<file path="config.mk">
export PLATFORM = sky130hd
export DESIGN_NAME = dmi_bus_initiator
export DESIGN_NICKNAME = d
export VERILOG_FILES = /design/src/rtl/dm_pkg.sv /design/src/rtl/dmi_init_pkg.sv /design/src/rtl/dmi_init_regs.sv /design/src/rtl/dmi_bus_initiator.sv
export SDC_FILE = /design/constraint.sdc
export NUM_CORES = 1
export LEC_CHECK = 0
export CAP_MARGIN = 15
export CORE_ASPECT_RATIO = 0.7
export CORE_UTILIZATION = 38
export CTS_BUF_LIST = sky130_fd_sc_hd__clkbuf_8 sky130_fd_sc_hd__clkbuf_16
export DETAILED_ROUTE_END_ITERATION = 8
export PLACE_DENSITY = 0.69
export SYNTH_ARGS = -nofsm -noshare
export SYNTH_HDL_FRONTEND = slang
export SYNTH_HIERARCHICAL = 1
export SYNTH_SLANG_ARGS = --single-unit
</file>
<file path="constraint.sdc">
create_clock -name clk_i -period 2.1 [get_ports clk_i]
set_clock_uncertainty 0.2 [all_clocks]
set_input_delay 0.42 -clock clk_i [delete_from_list [all_inputs] [get_ports clk_i]]
set_output_delay 0.42 -clock clk_i [all_outputs]
set_load 0.03 [all_outputs]
</file>
<file path="src/rtl/dm_pkg.sv">
// ---------------------------------------------------------------------------
// dm -- debug module DMI types shared between the DTM side and the DM.
//   dtm_op_e   : DMI operation (NOP / READ / WRITE)
//   dmi_req_t  : request payload {addr[6:0], op, data[31:0]}
//   dmi_resp_t : response payload {data[31:0], resp[1:0]}
//   DTM_SUCCESS / DTM_ERR / DTM_BUSY : response status codes
// ---------------------------------------------------------------------------
package dm;

    typedef enum logic [1:0] {
        DTM_NOP   = 2'h0,
        DTM_READ  = 2'h1,
        DTM_WRITE = 2'h2
    } dtm_op_e;

    localparam logic [1:0] DTM_SUCCESS = 2'h0;
    localparam logic [1:0] DTM_ERR     = 2'h2;
    localparam logic [1:0] DTM_BUSY    = 2'h3;

    typedef struct packed {
        logic [6:0]  addr;
        dtm_op_e     op;
        logic [31:0] data;
    } dmi_req_t;

    typedef struct packed {
        logic [31:0] data;
        logic [1:0]  resp;
    } dmi_resp_t;

endpackage

</file>
<file path="src/rtl/dmi_init_pkg.sv">
// ---------------------------------------------------------------------------
// dmi_init_pkg -- shared definitions for the memory-mapped DMI initiator.
//   Register selects (host address bits [3:2]), CTRL/STATUS bit positions,
//   the initiator FSM state type and a helper that recognises a real op.
// ---------------------------------------------------------------------------
package dmi_init_pkg;

    // Register selects, i.e. byte offset >> 2
    localparam logic [1:0] REG_ADDR  = 2'd0;  // 0x0
    localparam logic [1:0] REG_WDATA = 2'd1;  // 0x4
    localparam logic [1:0] REG_CTRL  = 2'd2;  // 0x8
    localparam logic [1:0] REG_RDATA = 2'd3;  // 0xC

    // CTRL (write side)
    localparam int CTRL_DMIRESET_BIT = 4;
    localparam int CTRL_CLEAR_BIT    = 8;

    // STATUS (read side); sticky resp code occupies [1:0]
    localparam int STAT_OVERRUN_BIT = 2;
    localparam int STAT_TIMEOUT_BIT = 3;
    localparam int STAT_BUSY_BIT    = 31;

    typedef enum logic [1:0] {
        ST_IDLE,
        ST_REQ,
        ST_WAIT,
        ST_RST
    } state_e;

    // Only READ (1) and WRITE (2) start a transaction; 0 and 3 do nothing.
    function automatic logic is_active_op(input logic [1:0] op);
        return (op == 2'd1) || (op == 2'd2);
    endfunction

endpackage

</file>
<file path="src/rtl/dmi_init_regs.sv">
// ---------------------------------------------------------------------------
// dmi_init_regs -- host slave decode, register file and registered readback.
//   clk_i, rst_ni           : clock, async active-low reset
//   slave_*_i / slave_rdata_o : host access port (readback one cycle later)
//   busy_i                  : FSM not idle (STATUS bit 31, overrun detect)
//   rdata_we_i, rdata_i     : capture a successful DMI read result
//   resp_set_i              : response code bits to OR into the sticky code
//   timeout_set_i           : set the sticky timeout flag
//   addr_o, wdata_o         : current ADDR / WDATA contents
//   start_o, op_o           : accepted CTRL op while idle, and its op code
//   dmireset_o              : CTRL write with the dmireset bit
// ---------------------------------------------------------------------------
module dmi_init_regs
    import dmi_init_pkg::*;
#(
    parameter int BusWidth = 32
) (
    input  logic                  clk_i,
    input  logic                  rst_ni,
    input  logic                  slave_req_i,
    input  logic                  slave_we_i,
    input  logic [BusWidth-1:0]   slave_addr_i,
    input  logic [BusWidth/8-1:0] slave_be_i,
    input  logic [BusWidth-1:0]   slave_wdata_i,
    output logic [BusWidth-1:0]   slave_rdata_o,
    input  logic                  busy_i,
    input  logic                  rdata_we_i,
    input  logic [31:0]           rdata_i,
    input  logic [1:0]            resp_set_i,
    input  logic                  timeout_set_i,
    output logic [6:0]            addr_o,
    output logic [31:0]           wdata_o,
    output logic                  start_o,
    output logic [1:0]            op_o,
    output logic                  dmireset_o
);

    logic [6:0]  addr_q;
    logic [31:0] wdata_q;
    logic [31:0] rdata_q;
    logic [1:0]  resp_q;
    logic        overrun_q;
    logic        timeout_q;
    logic [31:0] rdout_q;
    logic [31:0] rdout_d;

    logic [1:0] sel;
    logic       wr, rd, ctrl_wr, op_wr, clear_err, overrun_set;

    assign sel     = slave_addr_i[3:2];
    assign wr      = slave_req_i & slave_we_i;
    assign rd      = slave_req_i & ~slave_we_i;
    assign ctrl_wr = wr && (sel == REG_CTRL);

    // Op, dmireset live in byte 0 of CTRL, clear-errors in byte 1.
    assign op_wr       = ctrl_wr & slave_be_i[0] & is_active_op(slave_wdata_i[1:0]);
    assign start_o     = op_wr & ~busy_i;
    assign overrun_set = op_wr & busy_i;
    assign op_o        = slave_wdata_i[1:0];
    assign dmireset_o  = ctrl_wr & slave_be_i[0] & slave_wdata_i[CTRL_DMIRESET_BIT];
    assign clear_err   = ctrl_wr & slave_be_i[1] & slave_wdata_i[CTRL_CLEAR_BIT];

    assign addr_o  = addr_q;
    assign wdata_o = wdata_q;

    // Only the low 32 register bits and address bits [3:2] are decoded.
    logic unused_bus_bits;
    assign unused_bus_bits = ^{slave_addr_i, slave_be_i, slave_wdata_i};

    // NOTE: no latch -- every always_comb output is given a default first.
    always_comb begin
        rdout_d = '0;
        unique case (sel)
            REG_ADDR:  rdout_d[6:0] = addr_q;
            REG_WDATA: rdout_d      = wdata_q;
            REG_CTRL: begin
                rdout_d[STAT_BUSY_BIT]    = busy_i;
                rdout_d[STAT_TIMEOUT_BIT] = timeout_q;
                rdout_d[STAT_OVERRUN_BIT] = overrun_q;
                rdout_d[1:0]              = resp_q;
            end
            REG_RDATA: rdout_d      = rdata_q;
            default:   rdout_d      = '0;
        endcase
    end

    // NOTE: sequential state uses non-blocking assignments only, so every
    // register samples the pre-edge values of its neighbours.
    always_ff @(posedge clk_i or negedge rst_ni) begin
        if (!rst_ni) begin
            addr_q    <= '0;
            wdata_q   <= '0;
            rdata_q   <= '0;
            resp_q    <= '0;
            overrun_q <= 1'b0;
            timeout_q <= 1'b0;
            rdout_q   <= '0;
        end else begin
            if (wr && sel == REG_ADDR && slave_be_i[0]) begin
                addr_q <= slave_wdata_i[6:0];
            end
            if (wr && sel == REG_WDATA) begin
                for (int b = 0; b < 4; b++) begin
                    if (slave_be_i[b]) wdata_q[8*b +: 8] <= slave_wdata_i[8*b +: 8];
                end
            end
            if (rdata_we_i) begin
                rdata_q <= rdata_i;
            end
            // Set terms are OR-ed after the clear, so set wins on a collision.
            resp_q    <= (clear_err ? 2'b00 : resp_q) | resp_set_i;
            overrun_q <= (overrun_q & ~clear_err) | overrun_set;
            timeout_q <= (timeout_q & ~clear_err) | timeout_set_i;
            if (rd) begin
                rdout_q <= rdout_d;
            end
        end
    end

    assign slave_rdata_o = BusWidth'(rdout_q);

endmodule

</file>
<file path="src/rtl/dmi_bus_initiator.sv">
// ---------------------------------------------------------------------------
// dmi_bus_initiator -- host-driven DMI initiator replacing the JTAG DTM.
//   Host loads ADDR/WDATA, writes CTRL.op; one DMI transaction is issued,
//   the response is captured, busy and sticky error state are reported.
//   clk_i, rst_ni        : clock, async active-low reset
//   slave_*              : host register port (see dmi_init_regs)
//   dmi_rst_no           : one-cycle active-low reset pulse to the DM
//   dmi_req_valid_o/ready_i/dmi_req_o    : DMI request channel
//   dmi_resp_valid_i/ready_o/dmi_resp_i  : DMI response channel
//   Optional macro DMI_INIT_TIMEOUT_EN: abort after TimeoutCycles cycles
//   in REQ/WAIT, flag timeout and reset the DM.
// ---------------------------------------------------------------------------
module dmi_bus_initiator
    import dmi_init_pkg::*;
#(
    parameter int BusWidth      = 32,
    parameter int TimeoutCycles = 1024
) (
    input  logic                  clk_i,
    input  logic                  rst_ni,
    input  logic                  slave_req_i,
    input  logic                  slave_we_i,
    input  logic [BusWidth-1:0]   slave_addr_i,
    input  logic [BusWidth/8-1:0] slave_be_i,
    input  logic [BusWidth-1:0]   slave_wdata_i,
    output logic [BusWidth-1:0]   slave_rdata_o,
    output logic                  dmi_rst_no,
    output logic                  dmi_req_valid_o,
    input  logic                  dmi_req_ready_i,
    output dm::dmi_req_t          dmi_req_o,
    input  logic                  dmi_resp_valid_i,
    output logic                  dmi_resp_ready_o,
    input  dm::dmi_resp_t         dmi_resp_i
);

    if (!(BusWidth == 32 || BusWidth == 64) || TimeoutCycles < 2) begin : g_bad_params
        $error("dmi_bus_initiator: BusWidth must be 32/64 and TimeoutCycles >= 2");
    end

    state_e       state_q;
    dm::dmi_req_t req_q;
    logic         req_valid_q;
    logic         resp_ready_q;
    logic         dmi_rst_n_q;

    logic [6:0]  reg_addr;
    logic [31:0] reg_wdata;
    logic        start, dmireset;
    logic [1:0]  start_op;
    logic        busy, resp_fire, resp_accept, rdata_we, timeout_hit;
    logic [1:0]  resp_set;

    assign busy      = (state_q != ST_IDLE);
    assign resp_fire = (state_q == ST_WAIT) & dmi_resp_valid_i;
    // A dmireset in the response cycle abandons the transaction: drop it.
    assign resp_accept = resp_fire & ~dmireset;
    assign rdata_we    = resp_accept & (req_q.op == dm::DTM_READ) &
                         (dmi_resp_i.resp == dm::DTM_SUCCESS);
    assign resp_set    = (resp_accept ? dmi_resp_i.resp : 2'b00) |
                         (timeout_hit ? dm::DTM_BUSY : 2'b00);

`ifdef DMI_INIT_TIMEOUT_EN
    localparam int CntW = (TimeoutCycles > 2) ? $clog2(TimeoutCycles) : 1;
    logic [CntW-1:0] cnt_q;

    // Final-cycle WAIT handshake beats the timeout; a REQ handshake does not.
    assign timeout_hit = (state_q == ST_REQ || state_q == ST_WAIT) &&
                         (cnt_q == CntW'(TimeoutCycles - 1)) && !resp_fire && !dmireset;

    always_ff @(posedge clk_i or negedge rst_ni) begin
        if (!rst_ni) begin
            cnt_q <= '0;
        end else if (state_q == ST_IDLE) begin
            cnt_q <= '0;
        end else if (state_q == ST_REQ || state_q == ST_WAIT) begin
            cnt_q <= cnt_q + 1'b1;
        end
    end
`else
    assign timeout_hit = 1'b0;
`endif

    dmi_init_regs #(
        .BusWidth (BusWidth)
    ) u_regs (
        .clk_i         (clk_i),
        .rst_ni        (rst_ni),
        .slave_req_i   (slave_req_i),
        .slave_we_i    (slave_we_i),
        .slave_addr_i  (slave_addr_i),
        .slave_be_i    (slave_be_i),
        .slave_wdata_i (slave_wdata_i),
        .slave_rdata_o (slave_rdata_o),
        .busy_i        (busy),
        .rdata_we_i    (rdata_we),
        .rdata_i       (dmi_resp_i.data),
        .resp_set_i    (resp_set),
        .timeout_set_i (timeout_hit),
        .addr_o        (reg_addr),
        .wdata_o       (reg_wdata),
        .start_o       (start),
        .op_o          (start_op),
        .dmireset_o    (dmireset)
    );

    // NOTE: every FSM register, including the request payload, has a reset
    // value so the DMI outputs are defined the moment rst_ni asserts.
    always_ff @(posedge clk_i or negedge rst_ni) begin
        if (!rst_ni) begin
            state_q      <= ST_IDLE;
            req_q        <= '{addr: 7'h0, op: dm::DTM_NOP, data: 32'h0};
            req_valid_q  <= 1'b0;
            resp_ready_q <= 1'b0;
            dmi_rst_n_q  <= 1'b1;
        end else begin
            unique case (state_q)
                ST_IDLE: begin
                    if (dmireset) begin
                        state_q     <= ST_RST;
                        dmi_rst_n_q <= 1'b0;
                    end else if (start) begin
                        state_q     <= ST_REQ;
                        req_q       <= '{addr: reg_addr, op: dm::dtm_op_e'(start_op), data: reg_wdata};
                        req_valid_q <= 1'b1;
                    end
                end
                ST_REQ: begin
                    if (dmireset || timeout_hit) begin
                        state_q     <= ST_RST;
                        req_valid_q <= 1'b0;
                        dmi_rst_n_q <= 1'b0;
                    end else if (dmi_req_ready_i) begin
                        state_q      <= ST_WAIT;
                        req_valid_q  <= 1'b0;
                        resp_ready_q <= 1'b1;
                    end
                end
                ST_WAIT: begin
                    if (dmireset || timeout_hit) begin
                        state_q      <= ST_RST;
                        resp_ready_q <= 1'b0;
                        dmi_rst_n_q  <= 1'b0;
                    end else if (dmi_resp_valid_i) begin
                        state_q      <= ST_IDLE;
                        resp_ready_q <= 1'b0;
                    end
                end
                ST_RST: begin
                    state_q     <= ST_IDLE;
                    dmi_rst_n_q <= 1'b1;
                end
                default: state_q <= ST_IDLE;
            endcase
        end
    end

    assign dmi_req_o        = req_q;
    assign dmi_req_valid_o  = req_valid_q;
    assign dmi_resp_ready_o = resp_ready_q;
    assign dmi_rst_no       = dmi_rst_n_q;

endmodule

</file>
=== After elaboration in Yosys (flattened, before gate mapping) ===
Index checks and enable logic that the tools add are counted.
W data, S select, Z words.

* Register bits: 153
* Bits of input ports: 108
* Output and inout port bits: 76
* Word-level logic and storage cells: 100

* Equal/unequal tests: 17
* Multiplexer cells: 25
* Bitwise logic cells: 21
* Reduce and logical (&&, ||, !) cells: 20

{| class="wikitable"
|+ Operator list
! cell !! number
|-
| $pmux W24 S2 || 1
|-
| $mux W2 || 8
|-
| $pmux W4 S4 || 1
|-
| $and A1 B1 Y1 || 15
|-
| $eq A2 B2 Y1 const B || 5
|-
| $mux W1 || 9
|-
| $ne A3 B3 Y1 const B || 3
|-
| $pmux W3 S3 || 1
|-
| $eq A2 B1 Y1 const B || 4
|-
| $ne A2 B2 Y1 const B || 4
|-
| $pmux W2 S4 || 1
|-
| $reduce_and A2 Y1 || 4
|-
| $reduce_and A4 Y1 || 2
|-
| $logic_not A2 Y1 || 3
|-
| $pmux W1 S2 || 3
|-
| $reduce_and A3 Y1 || 2
|-
| $reduce_bool A2 Y1 || 3
|-
| $logic_and A1 B1 Y1 || 4
|-
| $not A1 Y1 || 4
|-
| $pmux W1 S3 || 1
|-
| $reduce_or A3 Y1 || 1
|-
| $ne A2 B1 Y1 const B || 1
|-
| $or A2 B2 Y2 || 1
|-
| $logic_or A1 B1 Y1 || 1
|-
| $or A1 B1 Y1 || 1
|}

=== Logic depth before layout (Yosys ltp) ===
Gate-level depths: netlist of the first run.

* Word-level depth: 8
* Mapped depth: 9
* Gate-level depth less buffers: 6

=== Hierarchy ===
Netlist of the first run, hierarchy kept.

{| class="wikitable"
|+ By module, submodules not included
! module !! instances !! cells each !! area an instance (um2) !! sequential area each (um2)
|-
| dmi_init_regs || 1 || 323 || 4485.6 || 2677.6
|-
| dmi_bus_initiator || 1 || 116 || 1814.2 || 1152.4
|}

=== Worst setup path before layout of the first run ===
No wires, ideal clock.

* Kind: input to register
* From: in slave_addr_i[2]
* To: reg u_regs.rdata_q[0]
* Setup time: 0.125 ns
* Data arrival time: 2.269 ns
* Path slack: -0.493 ns
* Stages: 9
* Buffers on the path: 4
* Path through: buf_4 -> buf_2 -> nor3b_1 -> and2_1 -> nor3b_1 -> and4b_1 -> clkbuf_1 -> buf_2 -> mux2_2

* Cells in the longest elaborated chain, start to end: 8

{| class="wikitable"
|+ RTL lines
! element !! RTL line !! text
|-
| start, declared || dmi_bus_initiator.sv:23 || <nowiki>input logic [BusWidth-1:0] slave_addr_i,</nowiki>
|-
| $eq A2 B2 Y1 || dmi_init_regs.sv:53 || <nowiki>assign ctrl_wr = wr && (sel == REG_CTRL);</nowiki>
|-
| $logic_and A1 B1 Y1 || dmi_init_regs.sv:53 ||
|-
| $and A1 B1 Y1 (2 in series) || dmi_init_regs.sv:60 || <nowiki>assign dmireset_o = ctrl_wr & slave_be_i[0] & slave_wdata_i[CTRL_DMIRESET_BIT];</nowiki>
|-
| via dmireset || dmi_bus_initiator.sv:48 || <nowiki>logic start, dmireset;</nowiki>
|-
| $not A1 Y1 (no source line) || -- ||
|-
| $and A1 B1 Y1 || dmi_bus_initiator.sv:56 || <nowiki>assign resp_accept = resp_fire & ~dmireset;</nowiki>
|-
| $and A1 B1 Y1 (2 in series) || dmi_bus_initiator.sv:57 || <nowiki>assign rdata_we = resp_accept & (req_q.op == dm::DTM_READ) &</nowiki>
|-
| via rdata_we || dmi_bus_initiator.sv:50 || <nowiki>logic busy, resp_fire, resp_accept, rdata_we, timeout_hit;</nowiki>
|-
| end signal, assigned || dmi_init_regs.sv:108 || <nowiki>rdata_q <= rdata_i;</nowiki>
|-
| end, declared || dmi_init_regs.sv:40 || <nowiki>logic [31:0] rdata_q;</nowiki>
|}

The timed path passes the listed nets, and every way through them passes these cells.
A chain may end at the register's enable or synchronous reset.

=== Worst setup path in the final report of the first run ===
* From: reg state_q[0]
* To: reg req_q (netlist bit dmi_req_o[9])

* Cells in the longest elaborated chain, start to end: 4
* Elaborated cells between the ends (all ways): 5
* Those cells by class: bitwise: 2; reduce/logical: 3

{| class="wikitable"
|+ RTL lines
! element !! RTL line !! text
|-
| start, declared || dmi_bus_initiator.sv:40 || <nowiki>state_e state_q;</nowiki>
|-
| start signal, assigned || dmi_bus_initiator.sv:110 || <nowiki>state_q <= ST_IDLE;</nowiki>
|-
| start signal, assigned || dmi_bus_initiator.sv:119 || <nowiki>state_q <= ST_RST;</nowiki>
|-
| start signal, assigned || dmi_bus_initiator.sv:122 || <nowiki>state_q <= ST_REQ;</nowiki>
|-
| $reduce_bool A2 Y1 || dmi_bus_initiator.sv:53 || <nowiki>assign busy = (state_q != ST_IDLE);</nowiki>
|-
| via busy || dmi_bus_initiator.sv:50 ||
|-
| $not A1 Y1 || dmi_init_regs.sv:57 || <nowiki>assign start_o = op_wr & ~busy_i;</nowiki>
|-
| $and A1 B1 Y1 || dmi_init_regs.sv:57 ||
|-
| via start || dmi_bus_initiator.sv:48 ||
|-
| $reduce_and A3 Y1 (no source line) || -- ||
|-
| end signal, assigned || dmi_bus_initiator.sv:111 || <nowiki>req_q <= '{addr: 7'h0, op: dm::DTM_NOP, data: 32'h0};</nowiki>
|-
| end signal, assigned || dmi_bus_initiator.sv:123 || <nowiki>req_q <= '{addr: reg_addr, op: dm::dtm_op_e'(start_op), data: reg_wdata};</nowiki>
|-
| end, declared || dmi_bus_initiator.sv:41 || <nowiki>dm::dmi_req_t req_q;</nowiki>
|}

The timed path passes the listed nets, and every way through them passes these cells.

==> results of run 1 <==
## repair_timing
item | 4_1_cts | 5_1_grt
gates cloned | 5 | 3
hold buffers | 1 | 0
buffers inserted | 14 | 1
setup endpoints to repair | 100 | 114
endpoints found under the hold margin | 33 | 0
pin swaps | 6 | 4
gates resized for setup | 61 | 54
## report_power, final
part           switching (W)  internal (W)  total (W)
clock                0.00121       0.00196    0.00317
combinational       0.000989      0.000998    0.00199
sequential          0.000333       0.00343    0.00376
total                0.00253       0.00639    0.00892
## layout by cell type, fill, tap and decap left out, drive strengths merged, types with 3 or more instances in the layout
cell           netlist  final
nor2                 4      4
o21ai               29     29
a21o                 3      3
bufinv               0      3
dfrtp              152    152
and2                 3      3
dlymetal6s2s         0     41
nand2               43     43
clkbuf               6     23
mux2               113    113
mux4                 4      4
nand3                5      5
clkdlybuf4s50        0     76
inv                  2      5
and4b                3      3
dlygate4sd2          0     34
nand2b               3      3
clkinv               0      4
o211ai               4      4
mux2i               28     28
nor3b                5      5
o21a                 3      3
buf                 17     50
## kinds of logic after synthesis
kind of cell,Yosys count
xor gates and xnor gates,1
other,1
AOI/OAI and AO/OA,41
buffers and inverters,25
muxes,145
and+or+nand+nor,73
DFF,153
## final cells by class
cell class              instances  area [sq um]
clock inverters                12           149
flip-flops and latches        153          3830
clock buffers                  20           467
multi-input cells             261          2510
fillers                      1223          6310
well taps                     220           275
inverters                       2          7.51
repair buffers                205          2280
## worst register-to-register path, cell delays in order, from the launching register on
cell,delay [ns]
dfrtp_1,0.40
or2_4,0.28
nor3b_4,0.21
nor3b_4,0.24
buf_6,0.13
buf_6,0.12
buf_12,0.14
mux2_4,0.32
## routing by layer
metal / vias to the layer above / global-route usage
met5: - / 0
met2: 163 / 0.332
met1: 2169 / 0.288
met4: 0 / 0.0637
li1: 1952 / -
met3: 12 / 0.0642
## flip-flops by register name (all words and copies together) (netlist names)
name,count
u_regs/wdata_o,32
u_regs/resp_q,2
u_regs/timeout_q,1
dmi_resp_ready_o,1
u_regs/overrun_q,1
u_regs/slave_rdata_o,32
dmi_req_valid_o,1
dmi_req_o,41
u_regs/addr_o,7
u_regs/rdata_q,32
state_q,2
dmi_rst_no,1
## through the flow
step	hold WS [ns]	util	cell area, sq um	setup slack, ns
after floorplan	-0.0756	-	6450	-0.139
after global placement	0.146	0.530	8400	-0.623
after detailed placement	0.146	0.530	8400	-0.722
after CTS	0.276	0.589	9320	-0.0650
after global routing	0.300	0.601	9520	-0.155
final	0.276	0.601	9520	-0.0777
## path summary, 6_finish.rpt
| kind | from | to | slack (ns) | cells past startpoint |
|---|---|---|---|---|
| setup / recovery | state_q[0]$_DFFE_PN0P_ | dmi_req_o[9]$_DFFE_PN0P_ | -0.08 | 7 |
| hold / removal | rst_ni | u_regs/addr_o[2]$_DFFE_PN0P_ | 0.28 | 2 |
| setup reg to reg | state_q[0]$_DFFE_PN0P_ | dmi_req_o[9]$_DFFE_PN0P_ | -0.08 | 7 |
| hold reg to reg | u_regs/slave_rdata_o[30]$_DFFE_PN0P_ | u_regs/slave_rdata_o[30]$_DFFE_PN0P_ | 0.28 | 2 |
| max in group asynchronous | rst_ni | dmi_rst_no$_DFFE_PN1P_ | 0.83 | 3 |
| min in group clk_i | u_regs/slave_rdata_o[30]$_DFFE_PN0P_ | u_regs/slave_rdata_o[30]$_DFFE_PN0P_ | 0.28 | 2 |
==> out/results.ini, run 1 <==
[clock_network]
clockBufferDepth = 2
cts_tree = built
insertion_delay_ns = 0.41
path_clk_slew_ns = 0.06
cts_max_level = 4
cts_buffers = 17
cts.sinks = 153
root_buffer = clkbuf_16

[critical_path]
arrival_ns = 2.27
path_class = reg2reg
cp-end-kind = register
crit_fanout = 7
crit_family = simple AND/OR/NAND/NOR gates
cpPeakStageDelay_ns = 0.40
slowest_stage = dfrtp_1
cp_cell_sequence = or2_4 > nor3b_4 > nor3b_4 > buf_6 > buf_6 > buf_12 > mux2_4
critPathBufInv = 3
crit_required_ns = 2.19
start_kind = register

[synthesis]
synth_top_area_frac = 0.604
synth_top_cells_by_count = 152 x dfrtp_1, 101 x mux2_2, 40 x nand2_1
synth_nets = 547
avgSynthCellArea_sq_um = 14.4
syn-instance-count = 439
seq_area_frac_synth = 0.608
yosysMostFrequentCell = dfrtp_1
synth_compound_area_frac = 0.0373
synth_xor_xnor_area_share = 0.00139
synth_cell_type_count = 38
synth_top_cell_by_area = dfrtp_1
yosysWarnings = 6
synth_ff_type = dfrtp_1
synthMuxAreaShare = 0.265
synthSimpleGateAreaFrac = 0.0626
synth-adder-area-share = 0
synthArstFlopShare = 1.00
synth.area.top_cells = dfrtp_1 60%, mux2_2 18%, mux2i_1 4.4%, nand2_1 2.4%, o21ai_0 2.3%
synth-seq-cells = 153
synth_top_family_by_area = multiplexers
netlist_area_sq_um = 6300
synth_enable_flop_cells = 0

[floorplanning]
ios = 184
rows = 38
core_sq_um = 15800
start_util = 0.398
die_height_microns = 110
dieArea_sq_um = 17100
die_w_microns = 156

[grt]
gr-total-overflow = 0
grt_start_max_net_pins = 43
grt_pass1_wl_microns = 26700
grt_usage = 0.213
grt_pass1_vias = 4644
antenna_found_initial = 0

[power]
cellPowerDensity_nw_per_um2 = 937
vdd_drop_max_uv = 505
leakagePower_nw = 5.09
total_power_w = 0.00892

[sta]
hold_viol = 0
tns_ns = -3.06
fmax_mhz = 459
rsz0062_at_grt = true
worstMarginPinSlew_ns = 0.694
finalCritPeriodShare = 1.04
max_slew_margin = 0.537
report.final.setup_viol = 73
min_period_ns = 2.18
slew_viol_final = 0
final.setup.worst_slack_ns = -0.0777

[placement]
place_congestion = 0.804
dp_cells = 820
hpwl_microns = 10800
io_buffers = 153

[finish]
nNetsFinal = 748
stdcell_count = 873
area_delta_synth_final_pct = 51.2
layout-drive-gt1-share = 0.332
diodes = 0

[detailed_routing]
drt-met1-wl_microns = 7760
drtIter0Drc = 212
routed_via_density = 4.92
top_layer_used = met4
vias = 4296
drt_wl_total_microns = 17300
dr_wl_met3_microns = 1520
routed-wl-met2_microns = 7900
route.detailed.drc = 0
ant_nets = 0
wl_per_cell_microns = 19.9
dr.pass1.iters = 4

[run]
cap_violations = 0

[status]
status = finished, violations left
violations = setup timing

[hold_path]
hp-class = in2async

Power figures use the tool's default switching activity.
==> inputs of run 2 (changes only) <==
DONT_BUFFER_PORTS = 1   (was default)
PLACE_DENSITY = default   (was 0.69)
==> run 2 against run 1 <==
  * The run ends with hold timing left
  * Total power down 3.8%
  * Combinational power down 57%
  * Die area unchanged
  * Worst setup slack better by 0.11 ns
  * Worst hold slack worse by 0.79 ns
  * First-iteration DRC count down 24%
  * Register-to-register slack better by 0.11 ns
  * Via count down 9.3%
  * Critical path type unchanged
==> out/results.ini, run 2 (synthesis gave the netlist of run 1 again) <==
[floorplanning]
rows = 38  ; unchanged
dieArea_sq_um = 17100  ; unchanged
start_util = 0.398  ; unchanged
core_sq_um = 15800  ; unchanged
die_height_microns = 110  ; unchanged
die_w_microns = 156  ; unchanged
ios = 184  ; unchanged

[critical_path]
r2r-end = dmi_req_o[16]$_DFFE_PN0P_
cp_cell_sequence = or2_4 > nor3b_4 > nor3b_4 > buf_6 > buf_12 > mux2_2
cp-end-kind = register
path_class = reg2reg
start_kind = register
slowest_stage = dfrtp_1
arrival_ns = 2.16  ; -0.11 ns
rr_worst_depth = 6  ; -1
crit_path_start = state_q[0]$_DFFE_PN0P_
crit_fanout = 10  ; +3
crit_required_ns = 2.20  ; about the same
cpPeakStageDelay_ns = 0.38  ; -0.02 ns
endpoint = dmi_req_o[16]$_DFFE_PN0P_
r2r_slack_ns = 0.03  ; +0.11 ns
crit_top_cell = nor3b_4
r2r_start = state_q[0]$_DFFE_PN0P_

[sta]
hold_viol = 153  ; +153
report.final.setup_viol = 0  ; -100%
holdWs_ns = -0.510  ; -0.786 ns
rsz0062_at_grt = true
final.setup.worst_slack_ns = 0.0318  ; +0.109 ns
slew_viol_final = 0  ; unchanged
worstMarginPinSlew_ns = 0.670  ; -0.0239 ns
max_slew_margin = 0.553  ; +0.0159
min_period_ns = 2.07  ; -0.109 ns
fmax_mhz = 484  ; +5.3%
finalCritPeriodShare = 0.985  ; -0.0521

[grt]
gr-total-overflow = 0  ; unchanged
grt_pass1_vias = 4305  ; -7.3%
grt_pass1_wl_microns = 24000  ; -10%
antenna_found_initial = 0  ; unchanged
grt_usage = 0.190  ; -0.0233
grt_start_max_net_pins = 154  ; +260%

[placement]
dp_cells = 654  ; -20%
place_congestion = 0.716  ; -11%
dpl_cell_area_sq_um = 6710  ; -20%
pre_cts_ws_ns = -0.209  ; +0.513 ns
hpwl_microns = 9690  ; -10%
io_buffers = 0  ; -100%

[power]
leakagePower_nw = 3.84  ; -25%
seq_power_share = 0.502  ; +0.080
p_clk_frac = 0.399  ; +0.044
pwr-share-comb = 0.099  ; -0.124
internal_power_w = 0.00622  ; -2.6%
total_power_w = 0.00858  ; -3.8%
cellPowerDensity_nw_per_um2 = 1040  ; +11%
swShare = 0.275  ; -0.00862
power.switching_w = 0.00236  ; -6.7%
vdd_drop_max_uv = 382  ; -24%

[clock_network]
path_clk_slew_ns = 0.07  ; about the same
clockBufferDepth = 2  ; unchanged
cts.sinks = 153  ; unchanged
cts_buffers = 17  ; unchanged
ctsHoldBuffers = 68  ; +67
cts_tree = built
insertion_delay_ns = 0.42  ; about the same
cts_max_level = 4  ; unchanged
root_buffer = clkbuf_16

[finish]
final_common_cell = dfrtp_1
final_cell_mix = 152 x dfrtp_1, 72 x mux2_2, 68 x dlygate4sd3_1
stdcell_count = 760  ; -13%
largest_reg_flops = 41  ; unchanged
filler_cell_count = 1352  ; +11%
area_delta_synth_final_pct = 30.5
layout-drive-gt1-share = 0.346  ; +0.0140
diodes = 0  ; unchanged
nNetsFinal = 635  ; -15%
design_area_sq_um = 8220  ; -14%

[status]
violations = hold timing
status = finished, violations left

[detailed_routing]
ant_nets = 0  ; unchanged
drtIter0Drc = 162  ; -24%
routed_via_density = 5.13  ; +4.2%
vias = 3896  ; -9.3%
route.detailed.drc = 0  ; unchanged
dr.pass1.iters = 6  ; +2
wl_per_cell_microns = 20.6  ; +3.5%
drt_wl_total_microns = 15600  ; -9.9%

[run]
cap_violations = 0  ; unchanged

[hold_path]
hp-class = in2async

run 2: worst max-delay path, delay by kind of cell, from the launching register on:
family	cells	cell delay, ns
buffers and inverters	2	0.35
muxes	1	0.34
and+or+nand+nor	3	0.67
DFF	1	0.38
run 2: worst min-delay path by stage:
| stage | slack (ns) | end | from | cells past startpoint |
|---|---|---|---|---|
| floorplan | -0.08 | dmi_req_o[0]$_DFFE_PN0P_ | rst_ni | 0 |
| CTS | -0.54 | dmi_req_o[3]$_DFFE_PN0P_ | rst_ni | 0 |
| global route | -0.54 | u_regs/slave_rdata_o[3]$_DFFE_PN0P_ | rst_ni | 0 |
| finish | -0.51 | dmi_req_o[3]$_DFFE_PN0P_ | rst_ni | 0 |
| global placement | -0.07 | dmi_req_o[3]$_DFFE_PN0P_ | rst_ni | 0 |
| detailed placement | -0.07 | dmi_req_o[3]$_DFFE_PN0P_ | rst_ni | 0 |
run 2: what timing repair did:
item,in CTS,in global routing
hold endpoints to repair,229,153
buffers inserted,1,2
endpoints found under the setup margin,46,66
gates resized for setup,1,19
gates cloned,0,3
pin swaps,2,0
run 2: metal layers:
metal | global-route usage | part of all wire | vias up | routed length, microns
met1 | 0.233 | 0.45 | 2032 | 6970
met3 | 0.0745 | 0.080 | 14 | 1240
met2 | 0.305 | 0.46 | 118 | 7250
li1 | - | - | 1732 | -
met5 | 0 | 0 | - | 0
met4 | 0.0714 | 0.010 | 0 | 156
run 2: layout make-up:
cell class              count  area (sq um)  area share
clock buffers              20           467      0.0568
flip-flops and latches    153          3830       0.466
multi-input cells         261          2480       0.302
repair buffers             92           966       0.117
inverters                   2          7.51    0.000913
clock inverters            12           198      0.0240
well taps                 220           275      0.0335
run 2: power groups by stage:
stage	combinational (W)	sequential, W	clock, W
5_1_grt	0.000936	0.00437	0.00364
3_3_place_gp	0.000667	0.00433	0
4_1_cts	0.000813	0.00430	0.00352
2_1_floorplan	0.000618	0.00421	0
6_report	0.000849	0.00431	0.00343
3_5_place_dp	0.000705	0.00435	0
run 2: per-stage QoR:
stage / setup TNS [ns] / util
2_1_floorplan: -7.65 / -
4_1_cts: 0 / 0.510
3_3_place_gp: -5.12 / 0.424
3_5_place_dp: -7.89 / 0.424
6_report: 0 / 0.519
5_1_grt: -1.98 / 0.519
